File: src/rtl/csa_accum_ctrl_if.sv
// Operand/result handshake bundle for the CSA accumulator sequencer.
// Latency: none, wires only.
// Backpressure: in_ready toward the producer, out_ready from the consumer.
interface csa_accum_ctrl_if #(
    parameter int WIDTH = 15,
    parameter int CNT_W = 4
);
    logic             start;
    logic [CNT_W-1:0] op_count;
    logic             in_valid;
    logic             in_ready;
    logic [WIDTH-1:0] in_data;
    logic             out_valid;
    logic             out_ready;
    logic [WIDTH-1:0] out_data;
    logic             busy;
    logic             overflow;

    modport master (
        output start, op_count, in_valid, in_data, out_ready,
        input  in_ready, out_valid, out_data, busy, overflow
    );

    modport slave (
        input  start, op_count, in_valid, in_data, out_ready,
        output in_ready, out_valid, out_data, busy, overflow
    );
endinterface

File: src/rtl/csa_accum_ctrl.sv
// Multi-operand adder: streams operands through one 15-bit CSA row, resolves with one CPA.
// Latency: result valid 2 cycles after the last operand accept; build with CSA_OVF_EN for wrap detection.
// Backpressure: in_ready is registered and high only while accumulating; result held until out_ready.
module csa_row #(
    parameter int W = 15
) (
    input  logic [W-1:0] a,
    input  logic [W-1:0] b,
    input  logic [W-1:0] c_in,
    output logic [W-1:0] s,
    output logic [W-1:0] c_out
);
    assign s     = a ^ b ^ c_in;
    assign c_out = (a & b) | (a & c_in) | (b & c_in);
endmodule

module csa_accum_ctrl #(
    parameter int WIDTH = 15,
    parameter int CNT_W = 4
) (
    input  logic               clk,
    input  logic               rst,
    csa_accum_ctrl_if.slave    io
);
    generate
        if (WIDTH != 15) begin : g_bad_width
            $error("csa_accum_ctrl: WIDTH must be 15 to match the CSA row");
        end
    endgenerate

    typedef enum logic [1:0] {
        IDLE    = 2'd0,
        ACCUM   = 2'd1,
        RESOLVE = 2'd2,
        DONE    = 2'd3
    } state_t;

    state_t           state_q;
    state_t           state_d;
    logic [WIDTH-1:0] s_q;
    logic [WIDTH-1:0] c_q;
    logic [WIDTH-1:0] csa_s;
    logic [WIDTH-1:0] csa_c;
    logic [WIDTH-1:0] res_w;
    logic [WIDTH-1:0] out_data_q;
    logic [CNT_W-1:0] cnt_q;
    logic             in_ready_q;
    logic             out_valid_q;
    logic             busy_q;
    logic             job_start;
    logic             accept;
    logic             last_accept;

    assign job_start   = (state_q == IDLE) && io.start;
    assign accept      = io.in_valid && in_ready_q;
    assign last_accept = accept && (cnt_q == CNT_W'(1));

    csa_row #(.W(WIDTH)) u_csa (
        .a     (io.in_data),
        .b     (s_q),
        .c_in  (c_q),
        .s     (csa_s),
        .c_out (csa_c)
    );

    always_comb begin
        state_d = state_q;
        case (state_q)
            IDLE:    if (io.start) state_d = (io.op_count == '0) ? DONE : ACCUM;
            ACCUM:   if (last_accept) state_d = RESOLVE;
            RESOLVE: state_d = DONE;
            DONE:    if (io.out_ready) state_d = IDLE;
            default: state_d = IDLE;
        endcase
    end

    // Handshake outputs are registered from the next state so they never glitch.
    always_ff @(posedge clk) begin
        if (rst) begin
            state_q     <= IDLE;
            in_ready_q  <= 1'b0;
            out_valid_q <= 1'b0;
            busy_q      <= 1'b0;
        end else begin
            state_q     <= state_d;
            in_ready_q  <= (state_d == ACCUM);
            out_valid_q <= (state_d == DONE);
            busy_q      <= (state_d != IDLE);
        end
    end

    // Carry vector is shifted into its weight; the bit leaving the top is the wrap.
    always_ff @(posedge clk) begin
        if (rst) begin
            s_q        <= '0;
            c_q        <= '0;
            cnt_q      <= '0;
            out_data_q <= '0;
        end else begin
            if (job_start) begin
                s_q   <= '0;
                c_q   <= '0;
                cnt_q <= io.op_count;
                if (io.op_count == '0) out_data_q <= '0;
            end
            if (accept) begin
                s_q   <= csa_s;
                c_q   <= csa_c << 1;
                cnt_q <= cnt_q - CNT_W'(1);
            end
            if (state_q == RESOLVE) out_data_q <= res_w;
        end
    end

`ifdef CSA_OVF_EN
    logic res_carry;
    logic ovf_q;

    assign {res_carry, res_w} = {1'b0, s_q} + {1'b0, c_q};

    always_ff @(posedge clk) begin
        if (rst) begin
            ovf_q <= 1'b0;
        end else if (job_start) begin
            ovf_q <= 1'b0;
        end else if (accept && csa_c[WIDTH-1]) begin
            ovf_q <= 1'b1;
        end else if ((state_q == RESOLVE) && res_carry) begin
            ovf_q <= 1'b1;
        end
    end

    assign io.overflow = ovf_q;
`else
    assign res_w       = s_q + c_q;
    assign io.overflow = 1'b0;
`endif

    assign io.in_ready  = in_ready_q;
    assign io.out_valid = out_valid_q;
    assign io.out_data  = out_data_q;
    assign io.busy      = busy_q;
endmodule

File: src/flat_wrapper.sv
// flat-port wrapper written by rule: the top's interface ports become plain ports
module csa_accum_ctrl_flat 
#(
    parameter int WIDTH = 15,
    parameter int CNT_W = 4
)
  (clk, rst, io_start, io_op_count, io_in_valid, io_in_data, io_out_ready, io_in_ready, io_out_valid, io_out_data, io_busy, io_overflow);
  csa_accum_ctrl_if #(.WIDTH(WIDTH), .CNT_W(CNT_W)) io_i ();
  input  logic clk;
  input  logic rst;
  input wire logic [$bits(io_i.start)-1:0] io_start;
  input wire logic [$bits(io_i.op_count)-1:0] io_op_count;
  input wire logic [$bits(io_i.in_valid)-1:0] io_in_valid;
  input wire logic [$bits(io_i.in_data)-1:0] io_in_data;
  input wire logic [$bits(io_i.out_ready)-1:0] io_out_ready;
  output wire logic [$bits(io_i.in_ready)-1:0] io_in_ready;
  output wire logic [$bits(io_i.out_valid)-1:0] io_out_valid;
  output wire logic [$bits(io_i.out_data)-1:0] io_out_data;
  output wire logic [$bits(io_i.busy)-1:0] io_busy;
  output wire logic [$bits(io_i.overflow)-1:0] io_overflow;
  assign io_i.start = io_start;
  assign io_i.op_count = io_op_count;
  assign io_i.in_valid = io_in_valid;
  assign io_i.in_data = io_in_data;
  assign io_i.out_ready = io_out_ready;
  assign io_in_ready = io_i.in_ready;
  assign io_out_valid = io_i.out_valid;
  assign io_out_data = io_i.out_data;
  assign io_busy = io_i.busy;
  assign io_overflow = io_i.overflow;
  csa_accum_ctrl #(.WIDTH(WIDTH), .CNT_W(CNT_W)) u_core (.clk(clk), .rst(rst), .io(io_i));
endmodule
File: config.mk
export PLATFORM = sky130hd
export DESIGN_NAME = csa_accum_ctrl_flat
export DESIGN_NICKNAME = d
export VERILOG_FILES = /design/src/rtl/csa_accum_ctrl_if.sv /design/src/rtl/csa_accum_ctrl.sv /design/src/flat_wrapper.sv
export SDC_FILE = /design/constraint.sdc
export NUM_CORES = 1
export LEC_CHECK = 0
export CAP_MARGIN = 20
export CORE_UTILIZATION = 49
export CTS_CLUSTER_DIAMETER = 150
export DETAILED_ROUTE_END_ITERATION = 6
export GPL_TIMING_DRIVEN = 0
export HOLD_SLACK_MARGIN = 0.03
export PLACE_DENSITY = 0.79
export SLEW_MARGIN = 20
export SYNTH_ARGS = -nofsm -noshare
export SYNTH_HDL_FRONTEND = slang
export SYNTH_SLANG_ARGS = --single-unit
File: constraint.sdc
create_clock -name clk -period 1.97 [get_ports clk]
set_input_delay 0.2955 -clock clk [delete_from_list [all_inputs] [get_ports clk]]
set_output_delay 0.2955 -clock clk [all_outputs]
set_load 0.05 [all_outputs]
==> metrics.txt <==
Largest delay share family, worst path compound AO/OA/AOI/OAI gates; GRT Total Usage 0.226; total overflow reported by the global router 0; Critical Path RT 2.17 ns; Slew @ Worst Pin 0.563 ns; Final HPWL DP 4.93 mm; area grow syn2layout 24.3%; Switch Pwr 545 uW; largest area contributor in the synthesized netlist dfxtp_1; PortBufs 40; #FFs+latches synth 53; FMAX 0.520 GHz; design area 3520 um^2; final max-slew violation count 0; power per cell area 572 nW/um^2; DR vias 2546; Final Cycle Share 0.976; initial antenna violation count 0; diodes inserted 0; footprint of the multi-input gates 1730 um^2; vias in the first global route 2357; Core Rows 27; die height 78 um; clock transition at the registers of the reported paths 0.09 ns; most common library cells after synthesis dfxtp_1 (53), nand2_1 (45), a21oi_1 (44), nand3_1 (37), nor2_1 (21); P_int 1470 uW; Worst EP arrival 2.12 ns; max cap viols 0; CTS tree built; maximum vdd drop 0.000291 V; area share of the largest cell type after synthesis 0.375; Hold Crit Class reg2reg; reg2reg end u_core.io.out_data[8]$_SDFFE_PP0P_; Final GP Congestion 0.860; core area 5540 um^2; Worst Hold Launch u_core.io.out_data[1]$_SDFFE_PP0P_; Synth Net Count 382; die footprint 6080 um^2; Critical-path top delay cell dfxtp_4; routed vias/inst 5.62; synth warn 0; H-Tree Depth 2; asr flop ratio synth 0; crit path launch type flip-flop; insertion delay to the later sink of the worst-skew pair 0.30 ns; switching share of total power 0.271; NumNets Final 434; Netlist cell types 46; reg2reg setup slack 0.05 ns; largest cells by area after synthesis dfxtp_1 (37%), fa_1 (9.9%), a21oi_1 (7.8%), ha_1 (7.1%), nand3_1 (6.5%); worst-path cell chain ha_4 -> a21o_1 -> a31oi_2 -> a21boi_2 -> o21a_1 -> or3_1 -> a32o_1; hold_buf cts 0; initial drt markers 143; status completed; share of post-route cells with drive strength above 1 0.102; ys flop type dfxtp_1; worst min-delay path endpoint u_core.io.out_data[1]$_SDFFE_PP0P_; Syn Std Cell Area 2830 um^2; detailed-route DRC error count 0; most common cell in the netlist dfxtp_1; Worst Reg2Reg Path Length in Cells 7; Synth Instances 328; final hold viol count 0; Initial Utilization 0.511; dpl cell area 3320 um^2; Post-synth EDFFs 0; Worst setup EP type flip-flop; crit path kind reg2reg; syn_area_per_cell 8.63 um^2; DR pass1 iterations 5; cell count after placement 440; share of the yosys chip area belonging to registers 0.375; Period minus WS final 1.92 ns; final setup skew 0.00856 ns; Clk network pwr share 0.293; die width 78 um; CTS Buffer Depth 2; CP max stage delay 0.37 ns; Worst R2R Start u_core.c_q[5]$_SDFFE_PP0P_; Routed WL 6.70 mm; Clock Tree Root clkbuf_8; Slew HR 0.625; DR WL/cell 14.8 um; fin cells 453; Final setup viols 0; Clock Sinks 53; FF+latch area 1080 um^2; global-route wire length before repair 10.9 mm; Fillers 475; TritonCTS Buffers 5; Antenna Nets Post-Route 0; Max FO, Critical Path 6; cell depth of the worst hold path 2; Flop pwr share 0.559; Gate power share 0.148; # IOs 43; pin count of the biggest net entering global routing 16; worst path bufs/invs 0; leak pwr 0.00135 uW
## what timing repair did
item                       CTS  global route
setup endpoints to repair    6             6
pin swaps                    1             3
gates resized for setup      6            19
buffers inserted             2             3
## final cells by class
cell class | count | share of cell area
Multi-Input combinational cell | 249 | 0.491
Sequential cell | 53 | 0.307
Timing Repair Buffer | 45 | 0.125
Tap cell | 72 | 0.0256
Buffer | 19 | 0.0217
Clock buffer | 6 | 0.0206
Inverter | 7 | 0.00747
Clock inverter | 2 | 0.00285
## metrics by stage
| step | worst slack (ns) | TNS [ns] | total power [uW] | hold slack (ns) | util |
|---|---|---|---|---|---|
| finish | 0.0467 | 0 | 2010 | 0.468 | 0.635 |
| global route | -0.00709 | -0.0153 | 2110 | 0.492 | 0.635 |
| CTS | -0.00531 | -0.00531 | 2030 | 0.471 | 0.621 |
| detailed placement | -0.163 | -0.964 | 1440 | 0.458 | 0.599 |
| global placement | -0.135 | -0.615 | 1440 | 0.452 | 0.599 |
| floorplan | 0.0480 | 0 | 1330 | 0.449 | - |
## worst max-delay path by stage
stage,from,endpoint,depth (start not counted)
2_1_floorplan,u_core.c_q[5]$_SDFFE_PP0P_,u_core.io.out_data[8]$_SDFFE_PP0P_,7
3_3_place_gp,io_start,u_core.cnt_q[0]$_SDFFE_PP0P_,8
3_5_place_dp,io_start,u_core.cnt_q[0]$_SDFFE_PP0P_,8
4_1_cts,u_core.c_q[9]$_SDFFE_PP0P_,u_core.io.out_data[12]$_SDFFE_PP0P_,8
5_1_grt,u_core.c_q[5]$_SDFFE_PP0P_,u_core.io.out_data[8]$_SDFFE_PP0P_,7
6_report,u_core.c_q[5]$_SDFFE_PP0P_,u_core.io.out_data[8]$_SDFFE_PP0P_,7
## power by group through the flow
| stage | combinational, uW | clock [uW] | sequential, uW |
|---|---|---|---|
| 6_report | 298 | 590 | 1130 |
| 5_1_grt | 332 | 646 | 1130 |
| 4_1_cts | 295 | 602 | 1130 |
| 3_5_place_dp | 292 | 0 | 1150 |
| 3_3_place_gp | 286 | 0 | 1150 |
| 2_1_floorplan | 165 | 0 | 1160 |
## cell families after synthesis
family / Yosys count / share of synthesized area
buf+inv: 26 / 0.0363
xor+xnor: 9 / 0.0279
fa+ha+maj: 30 / 0.170
flops: 53 / 0.375
compound gates: 84 / 0.185
mux: 1 / 0.00398
simple gates: 124 / 0.201
other cells: 1 / 0.00132
## routing by layer
layer	vias to the layer above	GRT usage	part of all wire
met4	0	0.0630	0.012
met1	1209	0.295	0.45
li1	1256	-	-
met2	69	0.388	0.49
met3	12	0.0341	0.044
met5	-	0	0
## sequential cells by signal, summed over array words and instances (netlist names)
register / count
u_core.io.busy: 1
u_core.io.out_valid: 1
u_core.cnt_q: 4
u_core.c_q: 14
u_core.s_q: 15
u_core.io.out_data: 15
u_core.state_q: 2
u_core.io.in_ready: 1
## worst register-to-register path, cell delays in order (launching register included)
cell      delay [ns]
dfxtp_4         0.37
ha_4            0.27
a21o_1          0.19
a31oi_2         0.18
a21boi_2        0.10
o21a_1          0.18
or3_1           0.30
a32o_1          0.25
## layout by cell type (no fill, tap or decap), types with 2 or more instances in the layout
cell and count:
or3_1 3, nor2_1 21, dfxtp_4 2, ha_1 12
o21ai_1 5, nand2_1 44, clkbuf_1 18, o21a_1 2
nor2b_1 2, nand2b_1 2, a22o_1 6, dfxtp_2 8
o21ai_0 4, a21oi_1 43, dfxtp_1 43, and2_1 3
clkinv_2 2, ha_2 3, a21o_1 5, inv_1 7
a31oi_1 2, nor3_1 2, clkdlybuf4s50_1 40, a41oi_1 2
buf_4 6, xnor2_1 7, nand3_1 36, xor2_1 2
clkbuf_8 5, a221oi_2 2, fa_1 13
No activity file was read; power rests on OpenSTA's default activity.
